`config.mk`:
```
export PLATFORM = sky130hd
export DESIGN_NAME = ram_arbiter
export DESIGN_NICKNAME = d
export VERILOG_FILES = /design/src/rtl/ram_arbiter_pkg.sv /design/src/rtl/rr_arb2.sv /design/src/rtl/ram_arbiter.sv
export SDC_FILE = /design/constraint.sdc
export NUM_CORES = 1
export LEC_CHECK = 0
export BUFFER_PORTS_ARGS = -buffer_cell sky130_fd_sc_hd__buf_2
export CORE_UTILIZATION = 38
export CTS_CLUSTER_SIZE = 8
export DETAILED_ROUTE_END_ITERATION = 10
export HOLD_SLACK_MARGIN = 0.12
export PLACE_DENSITY_LB_ADDON = 0.08
export SLEW_MARGIN = 30
export SYNTH_ARGS = -nofsm -noshare
export SYNTH_HDL_FRONTEND = slang
export SYNTH_SLANG_ARGS = --single-unit
```
`constraint.sdc`:
```
create_clock -name clk -period 2.45 [get_ports clk]
set_input_delay 0.735 -clock clk [delete_from_list [all_inputs] [get_ports clk]]
set_output_delay 0.735 -clock clk [all_outputs]
set_load 0.005 [all_outputs]
```
`src/rtl/ram_arbiter_pkg.sv`:
```
// Shared types and constants for the two-port RAM arbiter.
package ram_arbiter_pkg;

  typedef enum logic {
    ST_INIT,
    ST_SERVE
  } state_t;

  // Encoding of last_grant: which requester won most recently.
  localparam logic PORT_A = 1'b0;
  localparam logic PORT_B = 1'b1;

endpackage

```
`src/rtl/rr_arb2.sv`:
```
// Two-way round-robin arbiter: one-hot grant, favouring the port that did not win last.
module rr_arb2
  import ram_arbiter_pkg::*;
(
  input  logic [1:0] req,
  input  logic       last_grant,
  output logic [1:0] gnt
);

  // NOTE: assign a default first so every path drives gnt and no latch is inferred.
  always_comb begin
    gnt = 2'b00;
    if (req[0] && (!req[1] || last_grant == PORT_B)) begin
      gnt[0] = 1'b1;
    end else if (req[1]) begin
      gnt[1] = 1'b1;
    end
  end

endmodule

```
`src/rtl/ram_arbiter.sv`:
```
// Shares one register-file RAM between requesters A and B; zero-fills it after reset,
// then grants one access per cycle round-robin and returns read data one cycle later.
module ram_arbiter
  import ram_arbiter_pkg::*;
#(
  parameter int N = 4,
  parameter int M = 32
) (
  input  logic         clk,
  input  logic         rst,
  input  logic         a_req,
  input  logic         a_we,
  input  logic [N-1:0] a_adr,
  input  logic [M-1:0] a_din,
  output logic         a_gnt,
  output logic         a_rvalid,
  output logic [M-1:0] a_rdata,
  input  logic         b_req,
  input  logic         b_we,
  input  logic [N-1:0] b_adr,
  input  logic [M-1:0] b_din,
  output logic         b_gnt,
  output logic         b_rvalid,
  output logic [M-1:0] b_rdata,
  output logic         busy,
  output logic         ram_we,
  output logic [N-1:0] ram_adr,
  output logic [M-1:0] ram_din,
  input  logic [M-1:0] ram_dout
);

  state_t       state;
  logic [N-1:0] fill_cnt;
  logic         last_grant;
  logic [1:0]   req;
  logic [1:0]   gnt;

  // Requests are masked during the fill so they simply wait.
  assign req   = {b_req, a_req} & {2{state == ST_SERVE}};
  assign busy  = (state == ST_INIT);
  assign a_gnt = gnt[0];
  assign b_gnt = gnt[1];

  rr_arb2 u_arb (
    .req        (req),
    .last_grant (last_grant),
    .gnt        (gnt)
  );

  always_comb begin
    ram_we  = 1'b0;
    ram_adr = '0;
    ram_din = '0;
    if (state == ST_INIT) begin
      ram_we  = 1'b1;
      ram_adr = fill_cnt;
    end else if (gnt[0]) begin
      ram_we  = a_we;
      ram_adr = a_adr;
      ram_din = a_din;
    end else if (gnt[1]) begin
      ram_we  = b_we;
      ram_adr = b_adr;
      ram_din = b_din;
    end
  end

  // NOTE: sequential state uses non-blocking assignments so every register samples pre-edge values.
  always_ff @(posedge clk or posedge rst) begin
    if (rst) begin
      state      <= ST_INIT;
      fill_cnt   <= '0;
      last_grant <= PORT_B;
      a_rvalid   <= 1'b0;
      b_rvalid   <= 1'b0;
      a_rdata    <= '0;
      b_rdata    <= '0;
    end else begin
      a_rvalid <= 1'b0;
      b_rvalid <= 1'b0;
      case (state)
        ST_INIT: begin
          fill_cnt <= fill_cnt + N'(1);
          if (&fill_cnt) state <= ST_SERVE;
        end
        ST_SERVE: begin
          if (gnt[0]) begin
            last_grant <= PORT_A;
            if (!a_we) begin
              a_rvalid <= 1'b1;
              a_rdata  <= ram_dout;
            end
          end else if (gnt[1]) begin
            last_grant <= PORT_B;
            if (!b_we) begin
              b_rvalid <= 1'b1;
              b_rdata  <= ram_dout;
            end
          end
        end
        default: state <= ST_INIT;
      endcase
    end
  end

endmodule
```
==> impl_metrics.yaml <==
setup_path:
  worstPathCellList: "buf_4 > nand2_1 > a21oi_2 > buf_12 > a221o_1 > buf_2"
  worstPathRequired_ps: 1710
  end_kind: "primary output"
  max_stage_delay_ps: 360
  rr_startpoint: "last_grant"
  cp-startpoint: "b_req"
  rrSetupSlack_ps: 480
  cp.arrival_ps: 1710
  critical_path.startpoint_type: "input port"
  crit_type: "input port to primary output"
  cp_max_fo: 37
  slowest_stage: "a221o_1"
die:
  die_area_sq_mm: 0.008729
  die_w_um: 93.43
  initial_utilization: 0.4028
  ios: 216
  die_y_um: 93.43
  row_count: 32
  core_area_sq_mm: 0.007888
cells_and_area:
  diodes: 0
  fin_area_sq_mm: 0.004746
  drive_above_1_share: 0.7159
  nets: 553
  final_core_util: 0.6017
  area_growth_pct: 49.39
grt:
  grt_start_max_net_pins: 38
  grt_pass1_vias: 2707
  grt_pass1_wl_um: 14160
  grt.total_usage: 0.2175
  overflow: 0
  antenna_found_initial: 0
min_path:
  hold_path.class: "input port to asynchronous set/reset pin"
timing:
  slew_viol_final: 0
  hold_viol: 0
  fin_crit_sh: 0.9982
  finalSetupViolCount: 0
  hold_ws_ps: 436.3
  relSlewSlack: 0.6358
  fmax_mhz: 408.9
  fin_skew_ps: 13.39
  period_minus_slack_ps: 2446
  grt_setup_unrepaired: "true"
  worstMarginPinSlew_ps: 545.1
pwr:
  switching_share: 0.2697
  power-per-cell-area_mw_per_mm2: 720.5
  clkPwrFrac: 0.289
  p_sw_uw: 922.2
  pwr-share-seq: 0.445
  power.leakage_uw: 0.002500
  ir_drop_uv: 391.4
  power_frac_comb: 0.266
  p_int_uw: 2497
detailed_routing:
  drt_first_iter_violations: 73
  viasPerCell: 4.918
  drc: 0
  avgRoutedWirePerCell_um: 17.31
  wirelength_um: 9502
  via_count: 2700
  drt_pass1_iterations: 6
  ant_nets: 0
job:
  drv_cap: 0
synthesis:
  synth_area_sq_mm: 0.003177
  syn-instance-count: 214
  async_reset_ff_frac: 1.000
  seq_area_frac_synth: 0.5675
  synth-main-ff-cell: "dfrtp_1"
  synth.ff_latch_count: 72
  synth_nets: 325
  syn_area_per_cell_sq_um: 14.84
  ys_types: 25
  synth-edff-count: 0
  yosysWarnings: 0
clock_tree:
  clk_transition_reported_paths_ps: 90
  cts_tree: "yes"
  numCtsBuffers: 9
  clock_latency_ps: 340
  cts-htree-levels: 3
  clock_sinks: 72
  cts_max_path_buffers: 2
  clockRootBuffer: "clkbuf_8"
placement:
  portBuffers: 215
  gp_congestion: 0.7741
  placed_area_sq_mm: 0.004509
  hpwl_um: 7406
outcome:
  status: "complete, no violations"
-- power groups by stage --
stage | Sequential (uW) | Combinational, uW | Clock (uW)
after floorplan | 1560 | 399 | 0
after global placement | 1540 | 903 | 0
after detailed placement | 1540 | 914 | 0
after CTS | 1520 | 925 | 1020
after global routing | 1550 | 992 | 1070
final | 1520 | 909 | 989
-- logic make-up (layout without fill, tap and decap cells) --
group,count (synthesis),count (layout),share of synthesized area
flops,72,72,0.5675
xor+xnor,3,3,0.008272
simple gates,15,15,0.02403
mux,65,65,0.2529
compound gates,42,42,0.1150
buf+inv,16,249,0.02836
fa+ha+maj,1,1,0.003938
-- worst max-delay path: cells and delay by family --
kind	cells	cell delay (ps)
buffers and inverters	3	430
AOI/OAI and AO/OA	2	420
and+or+nand+nor	1	110
-- flip-flops by register name, summed over array words and instances (netlist names) --
signal,flops
fill_cnt,4
a_rvalid,1
a_rdata,32
b_rdata,32
last_grant,1
state,1
b_rvalid,1
-- through the flow --
| stage | power (uW) | setup WS, ps | std cells | TNS (ps) |
|---|---|---|---|---|
| after floorplan | 1960 | 92.61 | 214 | 0 |
| after global placement | 2440 | -30.65 | 532 | -393.8 |
| after detailed placement | 2458 | -51.52 | 532 | -998.8 |
| after CTS | 3465 | 10.56 | 549 | 0 |
| after global routing | 3611 | -34.26 | 549 | -198.8 |
| final | 3419 | 4.383 | 549 | 0 |
-- path summary, 6_finish.rpt --
path,depth (start not counted),to
setup / recovery,6,ram_adr[0]
hold / removal,2,a_rdata[31]
setup reg to reg,5,a_rdata[22]
hold reg to reg,1,a_rdata[29]
max in group asynchronous,3,state
min in group clk,1,a_rdata[29]
-- synthesized netlist by cell type, drive strengths merged, types with 2 or more instances --
cell type | n | area share
a22o | 32 | 0.088
inv | 3 | 0.0035
nand2 | 5 | 0.0059
a21oi | 2 | 0.0043
nor2b | 5 | 0.0098
xnor2 | 3 | 0.0083
a221o | 4 | 0.013
clkbuf | 4 | 0.0047
nand3 | 2 | 0.0032
mux2 | 65 | 0.25
dfrtp | 71 | 0.56
buf | 9 | 0.020
-- cells in the final DEF (no fill, tap or decap), types with 2 or more instances in the layout --
cell and n:
buf_2 214, dfrtp_1 70, mux2_2 46, a22o_1 32
mux2_4 19, clkbuf_8 11, buf_4 9, buf_12 7
nand2_1 5, nor2b_1 4, a221o_1 4, xnor2_1 3
clkinvlp_4 3, nand3_1 2, inv_6 2
-- cell type report --
class,count,area [sq um]
Clock buffer,11,151.4
Clock inverter,5,62.56
Fill cell,694,3142
Inverter,3,15.01
Multi-Input combinational cell,126,1306
Sequential cell,72,1804
Tap cell,102,127.6
Timing Repair Buffer,230,1279
-- layer usage --
| metal | GRT usage | part of all wire |
|---|---|---|
| met1 | 0.2501 | 0.38 |
| met2 | 0.3940 | 0.53 |
| met3 | 0.06667 | 0.084 |
| met4 | 0.05000 | 0.0094 |
| met5 | 0 | 0 |
-- timing repair --
item | CTS | global route
hold buffers | 0 | 0
pin swaps | 1 | 2
gates resized for setup | 3 | 2
endpoints found under the setup margin | 27 | 30
setup buffers | 1 | 0
Power figures use the tool's default switching activity.
